[src/rtl/control_unit.sv]
// Multi-cycle fetch/decode/execute sequencer driving the DataPath control inputs.
// NOP/JUMP take 2 cycles, STORE/ADD/SUB 3, LOAD 4; there is no stall input, and HALT is left only by reset.
module control_unit #(
   parameter int         WIDTH    = 16,
   parameter int         D_ADDR_W = 8,
   parameter int         R_ADDR_W = 4,
   parameter int         PC_W     = 8,
   parameter logic [3:0] A_ADD    = 4'd1,
   parameter logic [3:0] A_SUB    = 4'd2
) (
   input  logic                clk,
   input  logic                reset_n,
   output logic [PC_W-1:0]     I_addr,
   input  logic [WIDTH-1:0]    I_data,
   output logic [D_ADDR_W-1:0] D_addr,
   output logic                D_wr,
   output logic                RF_s,
   output logic                RF_W_en,
   output logic [R_ADDR_W-1:0] RF_W_addr,
   output logic [R_ADDR_W-1:0] RF_A_addr,
   output logic [R_ADDR_W-1:0] RF_B_addr,
   output logic [3:0]          ALU_sel,
   output logic                halted,
   output logic                err
);

   typedef enum logic [2:0] {
      S_FETCH, S_DECODE, S_LD_ADDR, S_LD_WB, S_STORE, S_ALU_WB, S_HALT
   } state_t;

   localparam logic [3:0] OP_NOP   = 4'h0;
   localparam logic [3:0] OP_LOAD  = 4'h1;
   localparam logic [3:0] OP_STORE = 4'h2;
   localparam logic [3:0] OP_ADD   = 4'h3;
   localparam logic [3:0] OP_SUB   = 4'h4;
   localparam logic [3:0] OP_JUMP  = 4'h5;
   localparam logic [3:0] OP_HALT  = 4'hF;

   state_t          state, state_nxt;
   logic [PC_W-1:0] pc;
   logic [WIDTH-1:0] ir;
   logic [3:0]      in_op, ir_op;
   logic            in_legal;

   assign in_op    = I_data[15:12];
   assign ir_op    = ir[15:12];
   assign in_legal = in_op inside {OP_NOP, OP_LOAD, OP_STORE, OP_ADD, OP_SUB, OP_JUMP, OP_HALT};
   assign I_addr   = pc;

   always_ff @(posedge clk or negedge reset_n) begin
      if (!reset_n) state <= S_FETCH;
      else          state <= state_nxt;
   end

   always_comb begin
      state_nxt = state;
      case (state)
         S_FETCH:   state_nxt = S_DECODE;
         S_DECODE: begin
            case (in_op)
               OP_NOP, OP_JUMP: state_nxt = S_FETCH;
               OP_LOAD:         state_nxt = S_LD_ADDR;
               OP_STORE:        state_nxt = S_STORE;
               OP_ADD, OP_SUB:  state_nxt = S_ALU_WB;
               default:         state_nxt = S_HALT;
            endcase
         end
         S_LD_ADDR: state_nxt = S_LD_WB;
         S_LD_WB, S_STORE, S_ALU_WB: state_nxt = S_FETCH;
         S_HALT:    state_nxt = S_HALT;
         default:   state_nxt = S_FETCH;
      endcase
   end

   // A JUMP decoded in DECODE overrides the increment done during FETCH.
   always_ff @(posedge clk or negedge reset_n) begin
      if (!reset_n) begin
         pc  <= '0;
         ir  <= '0;
         err <= 1'b0;
      end else begin
         if (state == S_FETCH) pc <= pc + PC_W'(1);
         if (state == S_DECODE) begin
            ir <= I_data;
            if (in_op == OP_JUMP) pc  <= PC_W'(I_data[7:0]);
            if (!in_legal)        err <= 1'b1;
         end
      end
   end

   // Address/select outputs derive only from IR, so they hold steady across every write cycle.
   always_comb begin
      D_wr      = (state == S_STORE);
      RF_W_en   = (state == S_LD_WB) || (state == S_ALU_WB);
      halted    = (state == S_HALT);
      D_addr    = D_ADDR_W'(ir[7:0]);
      RF_W_addr = R_ADDR_W'(ir[11:8]);
      RF_A_addr = (ir_op == OP_STORE) ? R_ADDR_W'(ir[11:8]) : R_ADDR_W'(ir[7:4]);
      RF_B_addr = R_ADDR_W'(ir[3:0]);
      RF_s      = (ir_op == OP_LOAD);
      ALU_sel   = (ir_op == OP_ADD) ? A_ADD : (ir_op == OP_SUB) ? A_SUB : 4'd0;
   end

endmodule

[config.mk]
export PLATFORM = sky130hd
export DESIGN_NAME = control_unit
export DESIGN_NICKNAME = d
export VERILOG_FILES = /design/src/rtl/control_unit.sv
export SDC_FILE = /design/constraint.sdc
export NUM_CORES = 1
export LEC_CHECK = 0
export CORE_MARGIN = 1.5
export CORE_UTILIZATION = 35
export CTS_CLUSTER_DIAMETER = 40
export DETAILED_ROUTE_END_ITERATION = 7
export PLACE_DENSITY_LB_ADDON = 0.15
export SETUP_SLACK_MARGIN = 0.4
export SLEW_MARGIN = 20
export SYNTH_ARGS = -nofsm -noshare
export SYNTH_HDL_FRONTEND = slang
export SYNTH_SLANG_ARGS = --single-unit
[constraint.sdc]
create_clock -name clk -period 1.6 [get_ports clk]
set_clock_uncertainty 0.05 [all_clocks]
set_input_delay 0.32 -clock clk [delete_from_list [all_inputs] [get_ports clk]]
set_output_delay 0.32 -clock clk [all_outputs]
set_load 0.05 [all_outputs]
==> out/summary.txt, run 1 <==
slew margin rel.: 66.6%
Syn Inst Count: 134
Worst VDD drop: 0.00178 V
DRT antenna net count: 0
final wirelength: 4900 um
clock sink count: 28
deepest clock path buffer count: 2
CP Capture Type: output port
clock-pin slew on the worst setup and hold paths: 100 ps
mapped cell area: 0.00155 mm2
num ports: 55
Final Power: 8.23 mW
Post-synth EDFFs: 0
synth unique cells: 36
fraction of layout cells with a size suffix above 1: 70.6%
setup_tns: -4670 ps
placement row count: 24
pin count of the biggest net entering global routing: 29
Final Cycle Share: 128%
Fin. Hold Viols: 0
Worst R2R Path Depth: 4
Syn Area/Cell: 11.6 um2
yosys warns: 0
hold slack: 369 ps
height of the die: 69.5 um
Synth area leader: dfrtp_1
Worst Path Max Fanout: 4
Compound-Gate Fraction of Synth Area: 6.55%
chip width: 69.5 um
htree depth: 1
total iterations of the first detailed-routing run: 4
CP Launch Type: register
die area: 0.00483 mm2
ant diodes: 0
FF+latch count, synth: 28
post-route cell area: 0.00312 mm2
worst setup margin: -444 ps
Synth async-reset ratio: 100%
Req. time, crit path: 1230 ps
DR vias/cell: 5.23
Starting Density: 36.0%
DR vias: 1376
xor and xnor area share after synthesis: 1.70%
main flop type after synthesis: dfrtp_1
Placed Cells: 237
Power Dens Cells: 2640 mW/mm2
met1 WL: 2000 um
core box area: 0.00429 mm2
vias in the first global route: 1416
WL/cell: 18.6 um
GP Congestion: 0.725
area grow syn2layout: 102%
post-synthesis mux area share: 18.2%
CTS tree: done
# setup viols final: 33
RSZ-0062 raised after global routing: true
Synth Area in Simple Gates: 15.9%
Num CTS Buffers: 3
Slew @ Worst Pin: 501 ps
status: complete, but fails checks
starting DRC count in detailed routing: 39
routed wl met3: 216 um
Max Fclk: 0.489 GHz
filler cell count: 278
first-pass GRT wire length: 7120 um
Final Max Tran Viols: 0
DRC viols: 0
cell with the most instances after synthesis: dfrtp_1
failing checks: setup timing
Tot GR Track Use: 18.4%
largest family of logic cells by synthesized area: multiplexers
Post-synth top cells: dfrtp_1, mux2_2, buf_4
Adder-Cell Fraction of Synth Area: 0.808%
CTS root buf: clkbuf_8
WL met2: 2540 um
GR Overflow Total: 0
Top Layer Used: met4
Post-Layout Cell Count: 263
Final min period: 2040 ps
nets: 231
CP Class: register to output port
Clk Latency, worst-skew pair: 270 ps
crit path DAT: 1670 ps
HPWL Detailed: 2780 um
Area contributors post-synth: dfrtp_1, mux2_2, buf_4
DP Area: 0.00249 mm2
antenna violations before repair: 0
Max-Cap Viols: 0
Leak: 1.32 nW
input/output buffers: 52
share of the synthesized area in the top cell type: 45.3%
Hold Path Class: input port to async pin
register area share after synthesis: 45.3%
metrics by stage:
| stage | worst slack (ps) | utilization [%] |
|---|---|---|
| after global placement | -200 | 58.0 |
| after global routing | -512 | 72.7 |
| after detailed placement | -227 | 58.0 |
| after CTS | -411 | 67.5 |
| final | -444 | 72.7 |
| after floorplan | -186 | - |
placed cells by master (no fill, tap or decap), types with 2 or more instances in the layout:
master / instances
buf_12: 32
buf_4: 19
buf_6: 18
dfrtp_2: 15
clkdlybuf4s50_1: 14
dfrtp_1: 13
mux2_2: 13
mux2_4: 11
buf_8: 6
a31oi_4: 4
o21ai_0: 3
nor3_1: 3
or3_1: 3
clkbuf_8: 3
dlygate4sd2_1: 3
a21oi_1: 2
nand4bb_1: 2
nand4_1: 2
o21ai_1: 2
nand2_1: 2
or3_4: 2
nor3_4: 2
xnor2_1: 2
nor2_4: 2
nor4b_4: 2
a21o_1: 2
conb_1: 2
clkbuf_16: 2
registers in the layout (all words and copies together) (netlist names):
register and cells:
ir 16, I_addr 8, err 1, state 3
per-layer routing:
layer | vias up | GRT usage, %
li1 | 626 | -
met1 | 693 | 23.9
met2 | 45 | 31.9
met3 | 12 | 3.05
met4 | 0 | 4.36
met5 | - | 0
timing repair:
item | CTS | global route
cloned | 1 | 2
setup buffers | 11 | 8
hold buffers | 0 | 0
pin swaps | 11 | 13
setup endpoints to repair | 63 | 63
gates resized for setup | 61 | 23
worst max-delay path: stages, from the launching register on:
cell	delay, ps
dfrtp_1	420
nor4b_2	310
buf_4	210
mux2_4	320
buf_8	150
report_power, final:
part	switching [mW]	leakage [nW]	internal, mW
sequential	0.510	0.308	1.10
combinational	2.78	0.980	3.27
clock	0.227	0.0357	0.335
path summary, 6_finish.rpt:
| kind | start | endpoint | slack [ps] |
|---|---|---|---|
| worst max-delay path | ir[12] | RF_A_addr[1] | -440 |
| worst min-delay path | reset_n | ir[7] | 370 |
| worst max register to register | state[0] | I_addr[4] | -150 |
| worst min register to register | ir[4] | ir[4] | 530 |
| max in group asynchronous | reset_n | ir[1] | 830 |
| min in group clk | ir[4] | ir[4] | 530 |
area by class of cell:
cell class | count | area [um2] | area share [%]
inverter | 1 | 6.26 | 0.200
timing repair buffer | 95 | 1320 | 42.3
clock inverter | 1 | 30.0 | 0.962
tap | 52 | 65.1 | 2.08
multi-input combinational | 83 | 940 | 30.1
sequential | 28 | 719 | 23.0
clock buffer | 3 | 41.3 | 1.32
logic make-up after synthesis:
kind of cell             count (synthesis)
buffers and inverters                   24
other                                    1
AO/OA/AOI/OAI                           17
adder cells (fa/ha/maj)                  1
XOR/XNOR                                 3
flip-flops                              28
multiplexers                            24
AND/OR/NAND/NOR                         36
Power figures use the tool's default switching activity.
==> run 2: changes to the inputs <==
--- a/config.mk
+++ b/config.mk
@@ -10,8 +10,11 @@
 export CTS_CLUSTER_DIAMETER = 40
 export DETAILED_ROUTE_END_ITERATION = 7
 export PLACE_DENSITY_LB_ADDON = 0.15
+export RECOVER_POWER = 25
 export SETUP_SLACK_MARGIN = 0.4
+export SKIP_CTS_REPAIR_TIMING = 1
 export SLEW_MARGIN = 20
 export SYNTH_ARGS = -nofsm -noshare
 export SYNTH_HDL_FRONTEND = slang
 export SYNTH_SLANG_ARGS = --single-unit
+export TNS_END_PERCENT = 100
==> out/summary.txt, run 2 (synthesized netlist as in run 1, its figures left out) <==
CTS tree: done
Tot GR Track Use: 15.6%
Max-Cap Viols: 0
R2R Path Start: state[1]
Clk Latency, worst-skew pair: 280 ps
CP Class: register to output port
pin count of the biggest net entering global routing: 29
status: complete, but fails checks
register name with the most flops: ir
Req. time, crit path: 1230 ps
input/output buffers: 52
area of the multi-input gates: 937 um2
Starting Density: 36.0%
R2R Setup Slk: -100 ps
CP Launch Type: register
GP Congestion: 0.725
antenna violations before repair: 0
Hold Path Class: input port to register
# setup viols final: 23
CP Capture Type: output port
final wirelength: 4480 um
CTS root buf: clkbuf_8
Critical R2R Capture: I_addr[1]
crit path DAT: 1630 ps
starting DRC count in detailed routing: 37
worst hold stages: 3
most frequent cells in the layout: buf_12, mux2_4, dfrtp_2
DR vias: 1307
failing checks: setup timing
max FFs per register: 16
nets: 220
GR Overflow Total: 0
filler cell count: 280
first-pass GRT wire length: 6020 um
Post-Layout Cell Count: 252
Final Cycle Share: 125%
height of the die: 69.5 um
clock-pin slew on the worst setup and hold paths: 100 ps
area grow syn2layout: 93.8%
FF/Latch Area: 719 um2
clock sink count: 28
Hold Path Sink: ir[13]
num ports: 55
Worst R2R Path Depth: 3
Final Max Tran Viols: 0
total iterations of the first detailed-routing run: 4
htree depth: 1
Fin. Hold Viols: 0
slew margin rel.: 50.4%
vias in the first global route: 1273
worst setup margin: -402 ps
core box area: 0.00429 mm2
DR vias/cell: 5.19
ant diodes: 0
die area: 0.00483 mm2
setup_tns: -2900 ps
Worst Path Max Fanout: 4
Max Fclk: 0.499 GHz
fraction of layout cells with a size suffix above 1: 68.5%
WL/cell: 17.8 um
Placed Cells: 237
fin util: 69.8%
HPWL Detailed: 2780 um
Slew @ Worst Pin: 744 ps
Num CTS Buffers: 3
deepest clock path buffer count: 2
worst hold start: I_data[13]
placement row count: 24
DRT antenna net count: 0
chip width: 69.5 um
Final min period: 2000 ps
DRC viols: 0
hold slack: 403 ps
commonest non-fill, non-tap cell in the layout: buf_12
RSZ-0062 raised after global routing: true
==> run 2: stage by stage <==
stage	cell area [um2]	setup slack, ps
floorplan	1620	-186
detailed placement	2490	-227
finish	3000	-402
global route	3000	-463
global placement	2490	-200
CTS	2560	-447
==> run 2: layout make-up <==
class,count,share of cell area [%]
timing repair buffer,84,40.0
multi-input combinational,83,31.2
sequential,28,24.0
tap,52,2.17
clock buffer,3,1.38
clock inverter,1,1.00
inverter,1,0.209
==> run 2: worst max-delay path, cell delays in order, from the launching register on <==
cell and delay [ps]:
dfrtp_2 420, nor4b_2 260, buf_4 200, mux2_4 320, buf_8 150
==> run 2: per-layer routing <==
metal  wire length [um]  vias to the layer above  track usage (%)
met5                  0                        -                0
met4                 45                        0             3.92
met3                202                        4             3.34
met2               2380                       38             27.2
met1               1850                      663             19.6
li1                   -                      602                -
==> run 2: worst max-delay path by stage <==
stage / startpoint / end / slack, ps / depth (start not counted)
2_1_floorplan: state[1] / I_addr[0] / -190 / 6
3_3_place_gp: I_data[15] / I_addr[0] / -200 / 4
3_5_place_dp: I_data[15] / I_addr[2] / -230 / 4
4_1_cts: ir[12] / RF_A_addr[3] / -450 / 4
5_1_grt: ir[15] / RF_A_addr[1] / -460 / 4
6_report: ir[15] / RF_A_addr[1] / -400 / 4
Power of run 2 is not shown: default switching activity piles up to over one toggle a cycle in this logic, so the estimate is an artifact.
==> run 3: changes to the inputs <==
==> constraint.sdc (replaced) <==
create_clock -name clk -period 1.9 [get_ports clk]
set_clock_uncertainty 0.05 [all_clocks]
set_input_delay 0.38 -clock clk [delete_from_list [all_inputs] [get_ports clk]]
set_output_delay 0.38 -clock clk [all_outputs]
set_load 0.05 [all_outputs]
==> out/summary.txt, run 3 (synthesized netlist as in run 1, its figures left out) <==
# setup viols final: 4
final wirelength: 3840 um
Max-Cap Viols: 0
DP Area: 0.00215 mm2
slew margin rel.: 49.6%
max FFs per register: 16
WL/cell: 15.9 um
Tot GR Track Use: 14.8%
chip width: 69.5 um
fraction of layout cells with a size suffix above 1: 61.4%
Final Max Tran Viols: 0
clock sink count: 28
nets: 209
Crit path max-delay family: flip-flops
RSZ-0062 raised after global routing: true
CTS root buf: clkbuf_8
deepest clock path buffer count: 2
Max Fclk: 0.484 GHz
most frequent cells in the layout: buf_4, mux2_4, dfrtp_1
R2R Path Start: state[2]
input/output buffers: 52
pin count of the biggest net entering global routing: 29
height of the die: 69.5 um
clock-pin slew on the worst setup and hold paths: 100 ps
Worst path max stage delay: 430 ps
DR vias/cell: 5.08
worst hold start: err
Final Cycle Share: 109%
GP Congestion: 0.736
placement row count: 24
status: complete, but fails checks
crit path DAT: 1640 ps
Buf/Inv on CP: 2
vias in the first global route: 1236
Starting Density: 36.0%
CP Capture Type: output port
Clk Latency, worst-skew pair: 280 ps
Slew @ Worst Pin: 756 ps
HPWL Detailed: 2490 um
starting DRC count in detailed routing: 44
CP Launch Type: register
Num CTS Buffers: 3
Worst Path Max Fanout: 4
failing checks: setup timing
total iterations of the first detailed-routing run: 4
CP Class: register to output port
area grow syn2layout: 64.2%
die area: 0.00483 mm2
Hold Path Class: register to register
DR vias: 1224
CTS tree: done
num ports: 55
worst setup margin: -166 ps
register name with the most flops: ir
antenna violations before repair: 0
slowest cell on the critical path: dfrtp_2
Fin. Hold Viols: 0
Req. time, crit path: 1470 ps
Worst Setup SP: ir[12]
GR Overflow Total: 0
CP Cell Sequence: nor4b_4 -> buf_4 -> mux2_4 -> buf_6
DRT antenna net count: 0
ant diodes: 0
htree depth: 1
post-route cell area: 0.00254 mm2
commonest non-fill, non-tap cell in the layout: buf_4
Final min period: 2070 ps
filler cell count: 355
core box area: 0.00429 mm2
first-pass GRT wire length: 5800 um
DRC viols: 0
## run 3: cell types whose count changed in the layout (fill, tap and decap cells not counted), moves of 4 or more
cell,previous run,this run
buf_12,32,7
buf_4,14,32
buf_8,5,0
dfrtp_1,13,17
dfrtp_2,15,11
mux2_2,7,1
mux2_4,17,23
## run 3: layout make-up
cell class	instances	area (um2)	area share, %
multi-input cells	83	916	36.0
repair buffers	73	771	30.3
flip-flops and latches	28	714	28.1
well taps	52	65.1	2.56
clock buffers	3	41.3	1.62
clock inverters	1	30.0	1.18
inverters	1	3.75	0.148
## run 3: per-stage QoR
stage          util, %  setup slack (ps)  instances  TNS [ps]  hold WS (ps)
3_5_place_dp      50.0              15.1        229         0           399
4_1_cts           51.6              -212        233      -836           422
3_3_place_gp      50.0              18.2        229         0           391
2_1_floorplan        -               114        135         0          34.4
5_1_grt           59.2              -240        241      -948           437
6_report          59.2              -166        241      -654           414
## run 3: worst register-to-register path, stage by stage, from the launching register on
cell	delay, ps
dfrtp_2	480
or3b_4	480
or2_4	290
mux2_4	300
## run 3: worst paths after layout
kind,to,slack (ps),cells past startpoint
max,RF_A_addr[1],-170,4
min,err,410,1
max reg2reg,I_addr[2],190,3
min reg2reg,err,410,1
max in group asynchronous,I_addr[4],640,2
min in group asynchronous,ir[15],630,2
## run 3: per-layer routing
metal,global-route usage (%),share of wire [%]
met1,19.4,48
met2,24.5,47
met3,3.63,4.5
met4,3.92,1.0
met5,0,0
Power of run 3 is left out for the same reason.
==> patch, RTL diff (settings of run 2) <==
Register the input `I_data` before use, with the module's reset. The logic sees it one clock later.
--- a/src/rtl/control_unit.sv
+++ b/src/rtl/control_unit.sv
@@ -37,4 +37,14 @@
    localparam logic [3:0] OP_HALT  = 4'hF;
 
+   logic [WIDTH-1:0] I_data_q;
+
+   always_ff @(posedge clk or negedge reset_n) begin
+      if (!reset_n) begin
+         I_data_q <= '0;
+      end else begin
+         I_data_q <= I_data;
+      end
+   end
+
    state_t          state, state_nxt;
    logic [PC_W-1:0] pc;
@@ -43,5 +53,5 @@
    logic            in_legal;
 
-   assign in_op    = I_data[15:12];
+   assign in_op    = I_data_q[15:12];
    assign ir_op    = ir[15:12];
    assign in_legal = in_op inside {OP_NOP, OP_LOAD, OP_STORE, OP_ADD, OP_SUB, OP_JUMP, OP_HALT};
@@ -82,6 +92,6 @@
          if (state == S_FETCH) pc <= pc + PC_W'(1);
          if (state == S_DECODE) begin
-            ir <= I_data;
-            if (in_op == OP_JUMP) pc  <= PC_W'(I_data[7:0]);
+            ir <= I_data_q;
+            if (in_op == OP_JUMP) pc  <= PC_W'(I_data_q[7:0]);
             if (!in_legal)        err <= 1'b1;
          end
Formal check against the unedited RTL: not equivalent (Yosys sat finds a counterexample within 4 cycles, from zero or initial values and one cycle with reset_n low).
==> patch against run 2 <==
- the run still ends with negative setup slack left
- via count increased by 19%
- sequential cell count increased by 16
- count of clock-buffer cells in the layout increased by 5
- routed wire length increased by 6.0%
- setup slack got worse by 0.010 ns
- critical path depth unchanged
- sequential share of layout area increased by 8.9 points
- synthesized area increased by 26%
- final area increased by 13%
- critical path type unchanged
- critical endpoint is now RF_A_addr[0]
==> patch: results <==
[outcome]
run_status = finished, violations left
violations = negative setup slack

[synth]
ys_warn_count = 0
async_flop_share = 1.00
yosys.cell_count.top_type = nand2_1
ys_types = 34
synthTopCellsByCount = 50 x nand2_1, 44 x dfrtp_1, 18 x buf_4
synth_flop_cell = dfrtp_1
synth-edff-count = 0
seq_area_frac_synth = 0.566
synth.area.top_cells = dfrtp_1 57%, nand2_1 9.6%, buf_4 6.9%

[global_route]
antenna_found_initial = 0
grt_pass1_vias = 1442
grt_pass1_wl_mm = 6.92
grt.total_usage = 0.150
grt_max_degree = 28

[power_and_ir_drop]
leakage_nw = 1.51
max-vdd-ir-drop_v = 0.00145

[finish]
drive_gt1_frac = 0.527
diodes = 0
nets = 274

[route]
first_iter_violations = 64
antenna_left = 0
drt_pass1_iterations = 4
vias = 1553
wl_per_cell_um = 14.6

[setup_path]
worstPathArrival_ns = 1.64
reg2reg_depth = 4
ff2ff_setup_slack_ns = -0.11
crit_path_max_fanout = 4
r2r_start = state[0]
r2r_end = I_addr[0]

[cts]
htreeDepth = 2
cts_buffers = 5
cts_buffer_depth = 2
clk-insertion-delay-late_ns = 0.30
path_clk_slew_ns = 0.08
root_buffer = clkbuf_8

[hold_path]
min_path_cells = 2
hold_start = I_data_q[8]
holdPathEnd = ir[8]
hp-class = reg -> reg

[placement]
io_buffers = 52
place_hpwl_mm = 3.04
gp_congestion = 0.816

[timing]
setup_viol = 18
whs_ns = 0.411
fin_ws_ns = -0.412
-- patch: cell count changes in the layout (fill, tap and decap cells not counted), sizes merged, moves of 3 or more --
cell	change
xor2	+3
dfrtp	+16
clkbuf	+4
dlymetal6s2s	-3
dlygate4sd3	+16
clkdlybuf4s50	-13
buf	+4
mux2	-16
nand2	+48
xnor2	-3
-- patch: through the flow --
stage	utilization	setup WS, ns	std cells	cell area [µm²]	TNS [ns]
after detailed placement	0.563	-0.147	306	2950	-0.860
after floorplan	-	-0.185	188	2060	-1.62
final	0.649	-0.412	326	3400	-2.99
after global placement	0.563	-0.121	306	2950	-0.511
after CTS	0.580	-0.489	314	3040	-3.59
after global routing	0.649	-0.503	326	3400	-4.02
-- patch: final cells by class --
class	instances	area, µm²
sequential	44	1120
multi-input combinational	116	890
clock buffer	8	90.1
inverter	1	6.26
tap	70	87.6
fill	398	1840
timing repair buffer	87	1210
-- patch: worst max-delay path: stages, from the launching register on --
cell and delay (ns):
dfrtp_2 0.43, nor4b_4 0.26, buf_4 0.19, mux2_4 0.31, buf_8 0.15
-- patch: cells by family after synthesis --
kind of cell	Yosys count	synth area share
and+or+nand+nor	85	0.219
muxes	8	0.0463
AOI/OAI and AO/OA	17	0.0527
adders and majority gates	1	0.00643
buffers and inverters	28	0.0945
xor gates and xnor gates	3	0.0135
other	1	0.00193
DFF	44	0.566
-- patch: how the worst max path moves through the flow --
| stage | startpoint | endpoint | slack (ns) | cells after the start |
|---|---|---|---|---|
| detailed placement | ir[12] | RF_A_addr[0] | -0.15 | 4 |
| CTS | ir[12] | RF_A_addr[0] | -0.49 | 4 |
| global route | ir[15] | RF_A_addr[0] | -0.50 | 4 |
| finish | ir[15] | RF_A_addr[0] | -0.41 | 4 |
| floorplan | state[1] | I_addr[2] | -0.19 | 6 |
| global placement | ir[12] | RF_A_addr[0] | -0.12 | 4 |
-- patch: layer usage --
layer	wire length, µm	vias up	part of all wire	track usage
met5	0	-	0	0
met4	115	0	0.024	0.0709
met1	2010	757	0.42	0.186
li1	-	745	-	-
met2	2440	41	0.51	0.242
met3	178	10	0.037	0.0388
-- patch: report_power, final --
group	internal (W)	switching, W	total (W)	leakage (nW)
registers	0.00151	0.000464	0.00197	0.510
clock network	0.000352	0.000359	0.000711	0.0455
logic	0.00279	0.00281	0.00560	0.959
